==> config.mk <==
export PLATFORM = sky130hd
export DESIGN_NAME = scmp_op_encoder
export DESIGN_NICKNAME = d
export VERILOG_FILES = /design/src/rtl/scmp_op_encoder.sv
export SDC_FILE = /design/constraint.sdc
export NUM_CORES = 1
export LEC_CHECK = 0
export ABC_CLOCK_PERIOD_IN_PS = 1750
export BUFFER_PORTS_ARGS = -buffer_cell sky130_fd_sc_hd__buf_4
export CAP_MARGIN = 20
export CORE_ASPECT_RATIO = 0.9
export CORE_MARGIN = 2
export CORE_UTILIZATION = 30
export DETAILED_ROUTE_END_ITERATION = 16
export SYNTH_ARGS = -nofsm -noshare
export SYNTH_HDL_FRONTEND = slang
export SYNTH_SLANG_ARGS = --single-unit
==> constraint.sdc <==
create_clock -name clk -period 1.75 [get_ports clk]
set_clock_uncertainty 0.15 [all_clocks]
set_input_delay 0.0875 -clock clk [delete_from_list [all_inputs] [get_ports clk]]
set_output_delay 0.0875 -clock clk [all_outputs]
set_load 0.005 [all_outputs]
==> src/rtl/scmp_op_encoder.sv <==
`default_nettype none
// ============================================================================
// Module   : scmp_op_encoder
// Purpose  : Turns a symbolic SC/MP instruction request (class, operation,
//            pointer, address mode, displacement) into the one- or two-byte
//            opcode stream consumed by the opcode decoder. Requests that
//            would land on a reserved or non-existent encoding are accepted,
//            flagged on err for one cycle, and produce no output bytes.
// Ports    : clk, rst (async, active-high)
//            req_valid/req_ready, req_class[3:0], req_sub[2:0],
//            req_mode[1:0], req_ptr[1:0], req_disp[7:0]  - request side
//            out_valid/out_ready, out_data[7:0], out_last - byte stream side
//            err        - one-cycle pulse after an illegal request
//            insn_count - completed instructions, wraps at 256
// Revision : 1.0 - initial release
// ============================================================================
module scmp_op_encoder (
  input  logic       clk,
  input  logic       rst,
  input  logic       req_valid,
  output logic       req_ready,
  input  logic [3:0] req_class,
  input  logic [2:0] req_sub,
  input  logic [1:0] req_mode,
  input  logic [1:0] req_ptr,
  input  logic [7:0] req_disp,
  output logic       out_valid,
  output logic [7:0] out_data,
  output logic       out_last,
  input  logic       out_ready,
  output logic       err,
  output logic [7:0] insn_count
);

  localparam logic [3:0] C_CLS_MEM  = 4'd0;
  localparam logic [3:0] C_CLS_EXT  = 4'd1;
  localparam logic [3:0] C_CLS_ILD  = 4'd2;
  localparam logic [3:0] C_CLS_DLD  = 4'd3;
  localparam logic [3:0] C_CLS_JMP  = 4'd4;
  localparam logic [3:0] C_CLS_XPAL = 4'd5;
  localparam logic [3:0] C_CLS_XPAH = 4'd6;
  localparam logic [3:0] C_CLS_XAE  = 4'd7;
  localparam logic [3:0] C_CLS_CL   = 4'd8;
  localparam logic [2:0] C_OP_ST    = 3'd1;

  typedef enum logic [1:0] {
    S_IDLE = 2'd0,
    S_OPC  = 2'd1,
    S_DISP = 2'd2
  } state_t;

  state_t     r_state;
  state_t     w_next;
  logic [7:0] r_opc;
  logic [7:0] r_disp;
  logic       r_two;
  logic       r_err;
  logic [7:0] r_count;

  logic [7:0] w_opc;
  logic       w_two;
  logic       w_illegal;
  logic       w_accept;

  // Request decode: opcode, length and legality of the presented request.
  always_comb begin
    w_opc     = 8'h00;
    w_two     = 1'b0;
    w_illegal = 1'b0;
    case (req_class)
      C_CLS_MEM: begin
        w_two = 1'b1;
        case (req_mode)
          2'd0: w_opc = {2'b11, req_sub, 1'b0, req_ptr};
          2'd1: begin
            // Auto-indexed through P0 (the PC) has no valid encoding.
            w_opc     = {2'b11, req_sub, 1'b1, req_ptr};
            w_illegal = (req_ptr == 2'd0);
          end
          2'd2: begin
            // Immediate form borrows the m=1/pp=00 slot; store-immediate is
            // meaningless (0xCC).
            w_opc     = {2'b11, req_sub, 3'b100};
            w_illegal = (req_sub == C_OP_ST);
          end
          default: w_illegal = 1'b1;
        endcase
      end
      C_CLS_EXT: begin
        w_opc     = {2'b01, req_sub, 3'b000};
        w_illegal = (req_sub == C_OP_ST);
      end
      C_CLS_ILD: begin
        w_opc = {6'b101010, req_ptr};
        w_two = 1'b1;
      end
      C_CLS_DLD: begin
        w_opc = {6'b101110, req_ptr};
        w_two = 1'b1;
      end
      C_CLS_JMP: begin
        w_opc = {4'b1001, req_sub[1:0], req_ptr};
        w_two = 1'b1;
      end
      C_CLS_XPAL: w_opc = {6'b001100, req_ptr};
      C_CLS_XPAH: w_opc = {6'b001101, req_ptr};
      C_CLS_XAE:  w_opc = 8'h01;
      C_CLS_CL:   w_opc = {7'b0000001, req_sub[0]};
      default:    w_illegal = 1'b1;
    endcase
  end

  assign w_accept = req_valid && req_ready;

  // Next state and stream outputs; outputs depend only on registered state,
  // so out_ready never reaches out_data combinationally.
  always_comb begin
    w_next    = r_state;
    req_ready = 1'b0;
    out_valid = 1'b0;
    out_data  = 8'h00;
    out_last  = 1'b0;
    case (r_state)
      S_IDLE: begin
        req_ready = 1'b1;
        if (w_accept && !w_illegal) begin
          w_next = S_OPC;
        end
      end
      S_OPC: begin
        out_valid = 1'b1;
        out_data  = r_opc;
        out_last  = !r_two;
        if (out_ready) begin
          w_next = r_two ? S_DISP : S_IDLE;
        end
      end
      S_DISP: begin
        out_valid = 1'b1;
        out_data  = r_disp;
        out_last  = 1'b1;
        if (out_ready) begin
          w_next = S_IDLE;
        end
      end
      default: w_next = S_IDLE;
    endcase
  end

  always_ff @(posedge clk or posedge rst) begin
    if (rst) begin
      r_state <= S_IDLE;
      r_opc   <= 8'h00;
      r_disp  <= 8'h00;
      r_two   <= 1'b0;
      r_err   <= 1'b0;
      r_count <= 8'h00;
    end else begin
      r_state <= w_next;
      r_err   <= w_accept && w_illegal;
      if (w_accept && !w_illegal) begin
        r_opc  <= w_opc;
        r_disp <= req_disp;
        r_two  <= w_two;
      end
      if (out_valid && out_ready && out_last) begin
        r_count <= r_count + 8'd1;
      end
    end
  end

  assign err        = r_err;
  assign insn_count = r_count;

endmodule
`default_nettype wire
==> impl_metrics.ini <==
[status]
status = finished, violations left
violations = negative setup slack

[worst_setup_path]
critPathRequiredTime_ps = 1510
critPathLaunchType = flop
reg2reg_to = insn_count[1]$_DFFE_PP0P_
crit_buf_inv = 2
critical_path.cell_chain = inv_2, ha_4, nor2b_4, o21a_1, buf_4
r2r_start = r_state[1]$_DFFE_PP0P_
max_stage_delay_ps = 440
rr_worst_depth = 6
cp_max_fo = 3
cp-end-kind = output pin
cp.depth = 5
r2r_slack_ps = 20
worstSetupStartpoint = r_state[1]$_DFFE_PP0P_
arrival_ps = 1520
cp_top_family = flip-flops
crit_path_end = out_last
slowest_stage = dfrtp_1
crit_type = flop to output pin

[clock_tree]
cts_root_buf = clkbuf_8
clock_sinks = 28
cts_buffers = 3
path_clk_slew_ps = 90
worstSkewPairLatency_ps = 280
cts.htree.levels = 1
clockBufferDepth = 2
cts_tree = yes

[floorplanning]
die_h_um = 76.2
die_w_um = 84.2
design.core.area_mm2 = 0.00563
die-area_mm2 = 0.00642
ios = 43
fp-row-count = 26
start_util_pct = 30.9

[synthesis]
netlist_area_mm2 = 0.00174
syn_inst = 164
synth-seq-cells = 28
syn_nets = 195
synth_top_family_by_area = simple AND/OR/NAND/NOR gates
synthAdderAreaFrac_pct = 5.76
synth_compound_area_share_pct = 14.8
async_reset_ff_share_pct = 100
synth_xor_area_share_pct = 4.54
muxShareOfSynthArea_pct = 13.2
synth_edf_count = 0
synth-main-ff-cell = dfrtp_1
yosys_warnings = 0
ys_types = 45
synth_area_per_cell_um2 = 10.6
synthSimpleGateAreaFrac_pct = 16.1
seq_area_frac_synth_pct = 40.3

[cells_and_area]
area_growth_pct = 54.1
layout_common_cells = 60 x buf_4, 27 x dfrtp_1, 12 x nand2_1
drive_gt1_share_pct = 50.0
final_core_util_pct = 47.6
fin_nets = 272
fillers = 532
diodes = 0
final_common_cell = buf_4

[detailed_routing]
drc = 0
drtAntennaViolNets = 0
initialDrtViolationCount = 57
wl_per_cell_um = 14.2
via_count = 1502
dr.pass1.iters = 4
routed_wl_um = 4400
vias_per_cell = 4.85

[power_and_ir_drop]
p_leak_uw = 0.00126
ir_drop_uv = 442
power_uw = 3080
p_per_area_mw_per_mm2 = 1150

[timing]
finalCritPeriodShare_pct = 100
final-max-slew-violation-count = 0
tightest_slew_ps = 377
min_period_ps = 1760
relSlewSlack_pct = 74.5
rsz0062_at_grt = yes
setup_violations = 1
finalHoldViolCount = 0
fmax_mhz = 570
setup_slack_ps = -5.70

[job]
max_cap_violations = 0

[grt]
grt_max_degree = 29
grt_pass1_vias = 1511
grt_use_total_pct = 13.6
grt_pass1_wl_um = 7190
grt_remaining_overflow = 0
antenna_found_initial = 0

[placement]
place.gp.congestion = 0.846
dpl.hpwl_um = 3080
port_buffers = 42

[hold_path]
hp-class = input pin to flop
## worst register-to-register path, stage by stage, from the launching register on
cell and delay (ps):
dfrtp_1 430, inv_2 100, ha_4 190, nor2b_4 140, o21a_1 220, nand2_2 70, mux2_2 330
## layer usage
metal  wire length [um]  global-route usage, %
met5                  0                      0
met4                 61                   5.32
met3                116                   1.41
met2               2110                   22.1
met1               2110                   18.7
## stage by stage
step	TNS, ps	instances	hold slack, ps	instance area [um2]	setup WS [ps]
after floorplan	-3510	164	2.91	1740	-270
after global placement	-5020	286	37.5	2230	-325
after detailed placement	-5510	286	31.2	2230	-354
after CTS	-17.2	306	128	2530	-17.2
after global routing	-393	310	141	2680	-71.3
final	-5.70	310	128	2680	-5.70
## worst min path at each step
| stage | startpoint | slack, ps | cells past startpoint | endpoint |
|---|---|---|---|---|
| after floorplan | rst | 3 | 1 | err$_DFF_PP0_ |
| after global placement | rst | 40 | 3 | insn_count[6]$_DFFE_PP0P_ |
| after detailed placement | rst | 30 | 3 | insn_count[6]$_DFFE_PP0P_ |
| after CTS | req_ptr[1] | 130 | 4 | r_opc[1]$_DFFE_PP0P_ |
| after global routing | req_ptr[1] | 140 | 4 | r_opc[1]$_DFFE_PP0P_ |
| final | req_ptr[1] | 130 | 4 | r_opc[1]$_DFFE_PP0P_ |
## final cells by class
class                      instances  area (um2)  area share, %
clock buffer                       4        55.1           2.06
inverter                          10        40.0           1.50
multi-input combinational        118        1080           40.5
sequential                        28         702           26.2
tap                               70        87.6           3.27
timing repair buffer              80         708           26.4
## Yosys cell counts, drive strengths merged, types with 2 or more instances
cell type	number	share of area (%)
nand4	3	1.9
mux2	16	12
a31oi	2	0.72
a21o	2	0.94
clkbuf	5	1.1
a22oi	9	3.9
nand3	3	0.86
nor4	2	0.72
nor3	2	0.58
xor2	7	3.5
a21oi	6	1.7
inv	10	2.2
mux2i	2	1.2
buf	3	2.0
nor2b	10	3.6
xnor2	2	1.0
and3	3	1.1
nor2	5	1.1
o21ai	5	1.4
nand2	13	2.8
ha	8	5.8
dfrtp	28	40
## logic make-up (layout without fill, tap and decap cells)
logic type | after synthesis | count (layout)
and+or+nand+nor | 48 | 48
AOI/OAI and AO/OA | 35 | 35
DFF | 28 | 28
muxes | 18 | 18
buffers and inverters | 18 | 94
xor gates and xnor gates | 9 | 9
adders and majority gates | 8 | 8
## power breakdown
| part | internal [uW] | leakage, uW | total (uW) | switching [uW] |
|---|---|---|---|---|
| registers | 892 | 0.000356 | 1120 | 233 |
| logic | 960 | 0.000874 | 1550 | 588 |
| clock network | 202 | 0.0000288 | 404 | 202 |
| total | 2050 | 0.00126 | 3080 | 1020 |
## what timing repair did
| item | CTS | global route |
|---|---|---|
| resized for setup | 15 | 26 |
| setup buffers | 4 | 3 |
| cloned | 1 | 1 |
| pin swaps | 5 | 11 |
| endpoints found under the hold margin | 38 | 0 |
| hold buffers | 11 | 0 |
| endpoints found under the setup margin | 21 | 18 |
## state kept, by name, summed over array words and instances (netlist names)
signal,count
insn_count,8
r_two,1
r_opc,8
r_state,2
err,1
r_disp,8
Note: power is estimated with default switching activity, not from simulation.
